### src/rtl/alu_accum_seq.sv
// ALU/accumulator: single-cycle ops on A and ACC[W-1:0], plus a W-step
// shift-add multiply that holds ACC until the product is ready.
module alu_accum_seq #(
  parameter int W      = 4,
  parameter int MUL_EN = 1
) (
  input  logic           CLK,
  input  logic           RESETb,
  input  logic [W-1:0]   A,
  input  logic [2:0]     OP,
  input  logic           START,
  output logic [2*W-1:0] ACC,
  output logic           C,
  output logic           ZERO,
  output logic           BUSY,
  output logic           DONE
);

  localparam int CW = $clog2(W + 1);

  localparam logic [2:0] OP_ADD   = 3'b111;
  localparam logic [2:0] OP_SUB   = 3'b110;
  localparam logic [2:0] OP_LOGIC = 3'b101;
  localparam logic [2:0] OP_ORRED = 3'b100;
  localparam logic [2:0] OP_MUL   = 3'b011;
  localparam logic [2:0] OP_CAT   = 3'b010;
  localparam logic [2:0] OP_CLEAR = 3'b000;

  typedef enum logic {S_IDLE, S_MUL} state_t;

  state_t         state_q, state_d;
  logic [2*W-1:0] acc_q, acc_d;
  logic           c_q, c_d;
  logic           done_q, done_d;
  logic [2*W-1:0] prod_q, prod_d;
  logic [2*W-1:0] mcand_q, mcand_d;
  logic [W-1:0]   mplier_q, mplier_d;
  logic [CW-1:0]  cnt_q, cnt_d;

  logic [W-1:0]   b;
  logic [W:0]     sum;
  logic [W:0]     diff;
  logic           start_mul;
  logic           last_step;
  logic [2*W-1:0] step_prod;

  assign b         = acc_q[W-1:0];
  assign sum       = {1'b0, A} + {1'b0, b};
  // The W+1-bit difference carries the borrow as its sign bit.
  assign diff      = {1'b0, A} - {1'b0, b};
  assign start_mul = START && (state_q == S_IDLE) && (OP == OP_MUL) && (MUL_EN != 0);
  assign last_step = (cnt_q == CW'(W - 1));
  assign step_prod = prod_q + (mplier_q[0] ? mcand_q : '0);

  // State register
  always_ff @(posedge CLK or negedge RESETb) begin
    if (!RESETb) begin
      state_q <= S_IDLE;
    end else begin
      state_q <= state_d;
    end
  end

  // Next-state logic
  always_comb begin
    state_d = state_q;
    case (state_q)
      S_IDLE:  if (start_mul) state_d = S_MUL;
      S_MUL:   if (last_step) state_d = S_IDLE;
      default: state_d = S_IDLE;
    endcase
  end

  // Outputs
  always_comb begin
    BUSY = (state_q == S_MUL);
    ACC  = acc_q;
    C    = c_q;
    DONE = done_q;
    ZERO = (acc_q == '0);
  end

  always_comb begin
    acc_d    = acc_q;
    c_d      = c_q;
    done_d   = 1'b0;
    prod_d   = prod_q;
    mcand_d  = mcand_q;
    mplier_d = mplier_q;
    cnt_d    = cnt_q;
    if (state_q == S_IDLE && START) begin
      if (start_mul) begin
        prod_d   = '0;
        mcand_d  = {{W{1'b0}}, A};
        mplier_d = b;
        cnt_d    = '0;
      end else begin
        done_d = 1'b1;
        case (OP)
          OP_ADD: begin
            acc_d = {{(W-1){1'b0}}, sum};
            c_d   = sum[W];
          end
          OP_SUB: begin
            acc_d = {{(W-1){diff[W]}}, diff};
            c_d   = diff[W];
          end
          OP_LOGIC: acc_d = {~(A & b), ~(A ^ b)};
          OP_ORRED: acc_d = (|{A, b}) ? {{W{1'b1}}, {W{1'b0}}} : '0;
          OP_CAT:   acc_d = {A, ~b};
          OP_CLEAR: acc_d = '0;
          default:  acc_d = acc_q;
        endcase
      end
    end else if (state_q == S_MUL) begin
      prod_d   = step_prod;
      mcand_d  = mcand_q << 1;
      mplier_d = mplier_q >> 1;
      cnt_d    = cnt_q + CW'(1);
      if (last_step) begin
        acc_d  = step_prod;
        done_d = 1'b1;
      end
    end
  end

  always_ff @(posedge CLK or negedge RESETb) begin
    if (!RESETb) begin
      acc_q    <= '0;
      c_q      <= 1'b0;
      done_q   <= 1'b0;
      prod_q   <= '0;
      mcand_q  <= '0;
      mplier_q <= '0;
      cnt_q    <= '0;
    end else begin
      acc_q    <= acc_d;
      c_q      <= c_d;
      done_q   <= done_d;
      prod_q   <= prod_d;
      mcand_q  <= mcand_d;
      mplier_q <= mplier_d;
      cnt_q    <= cnt_d;
    end
  end

endmodule

### config.mk
export PLATFORM = sky130hd
export DESIGN_NAME = alu_accum_seq
export DESIGN_NICKNAME = d
export VERILOG_FILES = /design/src/rtl/alu_accum_seq.sv
export SDC_FILE = /design/constraint.sdc
export NUM_CORES = 1
export LEC_CHECK = 0
export BUFFER_PORTS_ARGS = -buffer_cell sky130_fd_sc_hd__buf_2
export CAP_MARGIN = 30
export CORE_ASPECT_RATIO = 0.7
export CORE_UTILIZATION = 64
export CTS_CLUSTER_DIAMETER = 80
export DETAILED_ROUTE_END_ITERATION = 10
export MAX_ROUTING_LAYER = met4
export PLACE_DENSITY_LB_ADDON = 0.2
export SYNTH_ARGS = -nofsm -noshare
export SYNTH_HDL_FRONTEND = slang
export SYNTH_SLANG_ARGS = --single-unit
### constraint.sdc
create_clock -name CLK -period 5.1 [get_ports CLK]
set_input_delay 0.255 -clock CLK [delete_from_list [all_inputs] [get_ports CLK]]
set_output_delay 0.255 -clock CLK [all_outputs]
set_load 0.02 [all_outputs]
# ---- Yosys cells after proc, flatten, opt, wreduce, memory -nomap -nowiden
# Index checks and enable logic that the tools add are counted.
dict set report totals {
  mem_count 0
  ram_bits 0
  rom_bits 0
  regBits 34
  inputBits 10
  latch_bits 0
}
dict set report classes {
  shift 0
  div_mod_pow 0
  bitwise 7
  eq_ne 10
  add_sub_neg 4
  magnitude_cmp 0
  mux 27
  mul 0
  reduce_logical 11
}
# cell count
set op_table {}
lappend op_table {{$mux 8} 12}
lappend op_table {{$pmux 8 s6} 1}
lappend op_table {{$eq 3x3->1 const B} 4}
lappend op_table {{$mux 4} 3}
lappend op_table {{$not 4->4} 3}
lappend op_table {{$eq 3x2->1 const B} 3}
lappend op_table {{$mux 3} 3}
lappend op_table {{$add 8x8->8} 1}
lappend op_table {{$logic_not 8->1} 1}
lappend op_table {{$reduce_or 8->1} 1}
lappend op_table {{$ne 7x1->1 const B} 1}
lappend op_table {{$mux 1} 6}
lappend op_table {{$reduce_bool 2->1} 3}
lappend op_table {{$add 4x4->5} 1}
lappend op_table {{$sub 4x4->5} 1}
lappend op_table {{$and 4x4->4} 1}
lappend op_table {{$ne 2x2->1 const B} 2}
lappend op_table {{$pmux 1 s2} 2}
lappend op_table {{$reduce_and 4->1} 1}
lappend op_table {{$xor 4x4->4} 1}
lappend op_table {{$add 3x1->3 const B} 1}
lappend op_table {{$logic_not 3->1} 1}
lappend op_table {{$reduce_and 3->1} 1}
lappend op_table {{$logic_and 1x1->1} 2}
lappend op_table {{other kinds (2)} 3}

# ---- Depth between registers and ports, before layout
dict set report depth {
  depth_word 5
  depth_mapped 9
}

# ---- Least setup slack after synthesis
# Ideal clock, no wire load.
dict set report synth_path {
  kind {reg2reg}
  startpoint {register acc_q[0], in the netlist ACC[0]}
  endpoint {register acc_q[4], in the netlist ACC[4]}
  setup_slack_ps 2697
  t_arrival_ps 2321
  path_stages_with_launch 9
  setup_time_ps 82
  synth_period_minus_slack_ps 2403
  path_cell_list {dfrtp_1 > ha_1 > inv_1 > fa_1 > a21o_1 > a2111oi_4 > nor3_1 > a311o_1 > a31oi_1}
}
dict set report synth_between {
  elab_chain_len 5
  elab_cells_between_ends 9
}
# item line_no
set synth_lines {}
lappend synth_lines {{start, declared} 32} ;# logic [2*W-1:0] acc_q, acc_d;
lappend synth_lines {{start signal, assigned} 129} ;# acc_q <= '0;
lappend synth_lines {{start signal, assigned} 137} ;# acc_q <= acc_d;
lappend synth_lines {{parallel branches: the longest is 2 deep, another holds $sub 4x4->5} --}
lappend synth_lines {{$pmux 8 s6 *} 99} ;# case (OP)
lappend synth_lines {{$mux 8 *} 92} ;# if (start_mul) begin
lappend synth_lines {{$mux 8 *} 91} ;# if (state_q == S_IDLE && START) begin
# Every way passes the cells marked *. The select of a mux whose other input is x is not followed.
# A chain may end at the register's enable or synchronous reset.

# ---- Final worst setup path
# Same ends and word-level chain as after synthesis.

==> metrics.cfg <==
[power_and_ir_drop]
ir_worst_vdd_uv = 359.6
p_leak_uw = 0.001206
powerDensity_mw_per_mm2 = 553.8

[clocking]
cts_tree = yes
clk_pin_slew_ns = 0.08
numClockSinks = 34
cts_made_buffers = 5
hold_buffers = 0
postCtsResizedCells = 0
clk_latency_ns = 0.29
clk_path_buf_depth = 2
root_buffer = clkbuf_8
h-tree-depth = 2
postCtsSetupBuffers = 0

[logic_synthesis]
ys_seq_area_share_pct = 35.70
synth_area_per_cell_um2 = 8.667
synth-seq-cells = 34
synth_edf_count = 0
synthArstFlopShare_pct = 100.0
synthMuxAreaShare_pct = 3.045
synth_top_family_by_area = compound AO/OA/AOI/OAI gates
synth_common_cells = nand2_1, dfrtp_1, o21ai_0, a21oi_1, ha_1
synthesis.area_mm2 = 0.002384
synthSimpleGateAreaFrac_pct = 20.37
synth_fp_nets = 305
netlist.area_leader.share_pct = 35.70
synth_warnings = 0
synthDistinctLibCells = 47
synthAdderAreaFrac_pct = 11.44
synth_xor_area_share_pct = 1.837
synth-main-ff-cell = dfrtp_1
synth.largest_area_cell = dfrtp_1
synth_most_common_cell = nand2_1
synthesis.instances = 275
yosys-top-cells-area = dfrtp_1, ha_1, nand2_1
synth-compound-area-share_pct = 23.20

[critical_path]
r2r-start = ACC[0]$_DFFE_PN0P_
worst_r2r_path_depth = 8
critPathKind = register to register
worst-path-buf-inv = 1
critPathCaptureType = register
critPathRequiredTime_ns = 5.32
crit_family = compound AO/OA/AOI/OAI gates
crit_path_start_kind = register
crit_path_start = ACC[0]$_DFFE_PN0P_
critPathSlowestCell = a2111oi_4
crit_cells = 8
crit_chain = ha_1 -> inv_1 -> fa_1 -> a21o_1 -> a2111oi_4 -> nor3_1 -> a311o_1 -> a31oi_1
crit_arrival_ns = 2.75
slowest_delay_ns = 0.49
crit_fanout = 7

[drt]
vias_per_cell = 6.189
drtIter0Drc = 193
drt_wl_total_um = 5939
wire_per_inst_um = 17.26
drc = 1
vias = 2129
drt-pass1-iter-count = 8
antenna_left = 0

[layout]
drive_gt1_share_pct = 12.59
syn_to_final_growth_pct = 10.03
diodes = 0
final_util_pct = 74.17
seq_area_um2 = 850.8
fillCellCount = 271
nNetsFinal = 323
multi_input_area_mm2 = 0.001428
layout.cells.non_filler = 344

[timing]
final-hold-violation-count = 0
slew-limit-headroom_pct = 40.36
setup_tns_ns = 0
fin_crit_ns = 2.529
fmax_ghz = 0.3954
rsz0062_at_grt = false
finalCritPeriodShare_pct = 49.59
worst_slew_pin_slew_ns = 0.8913
fin_ws_ns = 2.571
slew_violations = 0
setup_viol = 0
finClkSkew_ns = 0.008867

[floorplanning]
rows = 18
die_w_um = 74.94
core_mm2 = 0.003536
die-area_mm2 = 0.003976
start_util_pct = 67.41
ios = 22
die_y_um = 53.06

[grt]
grt_first_pass_wirelength_um = 9666
antenna_found_initial = 0
grtUsageTotal_pct = 34.83
grt_pass1_vias = 1912
grt-ovfl-total = 0
grt_max_degree = 35

[place]
dp_hpwl_um = 4304
place.gp.congestion = 1.060
post-place-ws_ns = 2.635
portBuffers = 21
dp.cells = 336

[run]
drv_cap = 0

[min_path]
hp-class = primary input to async pin

[status]
violations = DRC
status = complete, but fails checks

==> path summary, 6_finish.rpt <==
check / endpoint / slack [ns]
hold / removal: ACC[7]$_DFFE_PN0P_ / 0.02
min in group CLK: mcand_q[0]$_DFFE_PN0P_ / 0.33
hold reg to reg: cnt_q[0]$_DFFE_PN0P_ / 0.49
setup reg to reg: ACC[4]$_DFFE_PN0P_ / 2.57
setup / recovery: ACC[4]$_DFFE_PN0P_ / 2.57
max in group asynchronous: mcand_q[1]$_DFFE_PN0P_ / 4.59
==> layout by cell type, fill, tap and decap left out, types with 2 or more instances in the layout <==
cell	synthesis	routed
nand2_1	38	38
dfrtp_1	34	34
o21ai_0	28	28
buf_2	3	21
a21oi_1	19	19
ha_1	17	17
inv_1	15	15
nor2_1	13	13
nand3_1	10	10
and2_1	8	8
nand2b_1	5	5
mux2i_1	5	5
o22ai_1	5	5
a21o_1	5	5
clkbuf_8	0	5
nor2b_1	4	4
or3_1	4	4
a211oi_1	4	4
nor4b_1	3	3
xnor2_1	3	3
o31ai_1	3	3
a31oi_1	3	3
fa_1	3	3
and3_1	2	2
or4_1	2	2
a21boi_0	2	2
xor2_1	2	2
nand4_1	2	2
nor3b_1	2	2
nand3b_1	2	2
o2bb2ai_1	2	2
mux2_2	2	2
o211ai_1	2	2
o22a_1	2	2
clkinv_2	0	2
==> cell type report <==
class,instances,share of cell area [%]
Clock buffer,5,2.624
Timing Repair Buffer,22,4.294
Tap cell,50,2.385
Multi-Input combinational cell,214,54.44
Inverter,16,2.290
Sequential cell,34,32.44
Clock inverter,3,1.527
==> stage by stage <==
stage                     hold slack [ns]  total power, uW  instance area (um^2)
final                             0.02290             1452                  2623
after global routing               0.1032             1564                  2623
after CTS                         0.05206             1437                  2623
after detailed placement           0.3643             1184                  2514
after global placement             0.3585             1176                  2514
after floorplan                  -0.04059            989.2                  2384
==> power breakdown <==
part / internal, uW / switching, uW
combinational: 280 / 428
sequential: 380 / 118
clock: 144 / 104
total: 804 / 649
==> cells by family (layout without fill, tap and decap cells) <==
kind of cell	Yosys count	after routing
AOI/OAI and AO/OA	85	85
xor gates and xnor gates	5	5
buffers and inverters	27	46
muxes	7	7
DFF	34	34
adders and majority gates	20	20
and+or+nand+nor	97	97
==> per-layer routing <==
| layer | share of wire (%) | vias to the layer above | track usage [%] |
|---|---|---|---|
| li1 | - | 1024 | - |
| met1 | 47 | 984 | 49.88 |
| met2 | 42 | 108 | 46.85 |
| met3 | 9.0 | 13 | 10.10 |
| met4 | 1.5 | 0 | 11.01 |
| met5 | 0 | - | - |
==> worst register-to-register path, stage by stage, from the launching register on <==
cell	delay (ns)
dfrtp_1	0.46
ha_1	0.21
inv_1	0.06
fa_1	0.40
a21o_1	0.24
a2111oi_4	0.49
nor3_1	0.10
a311o_1	0.33
a31oi_1	0.16
==> flip-flops by register name, indices dropped and copies added (netlist names) <==
name	cells
ACC	8
mcand_q	8
prod_q	8
mplier_q	4
cnt_q	3
BUSY	1
C	1
DONE	1
No activity file was read; power rests on OpenSTA's default activity.
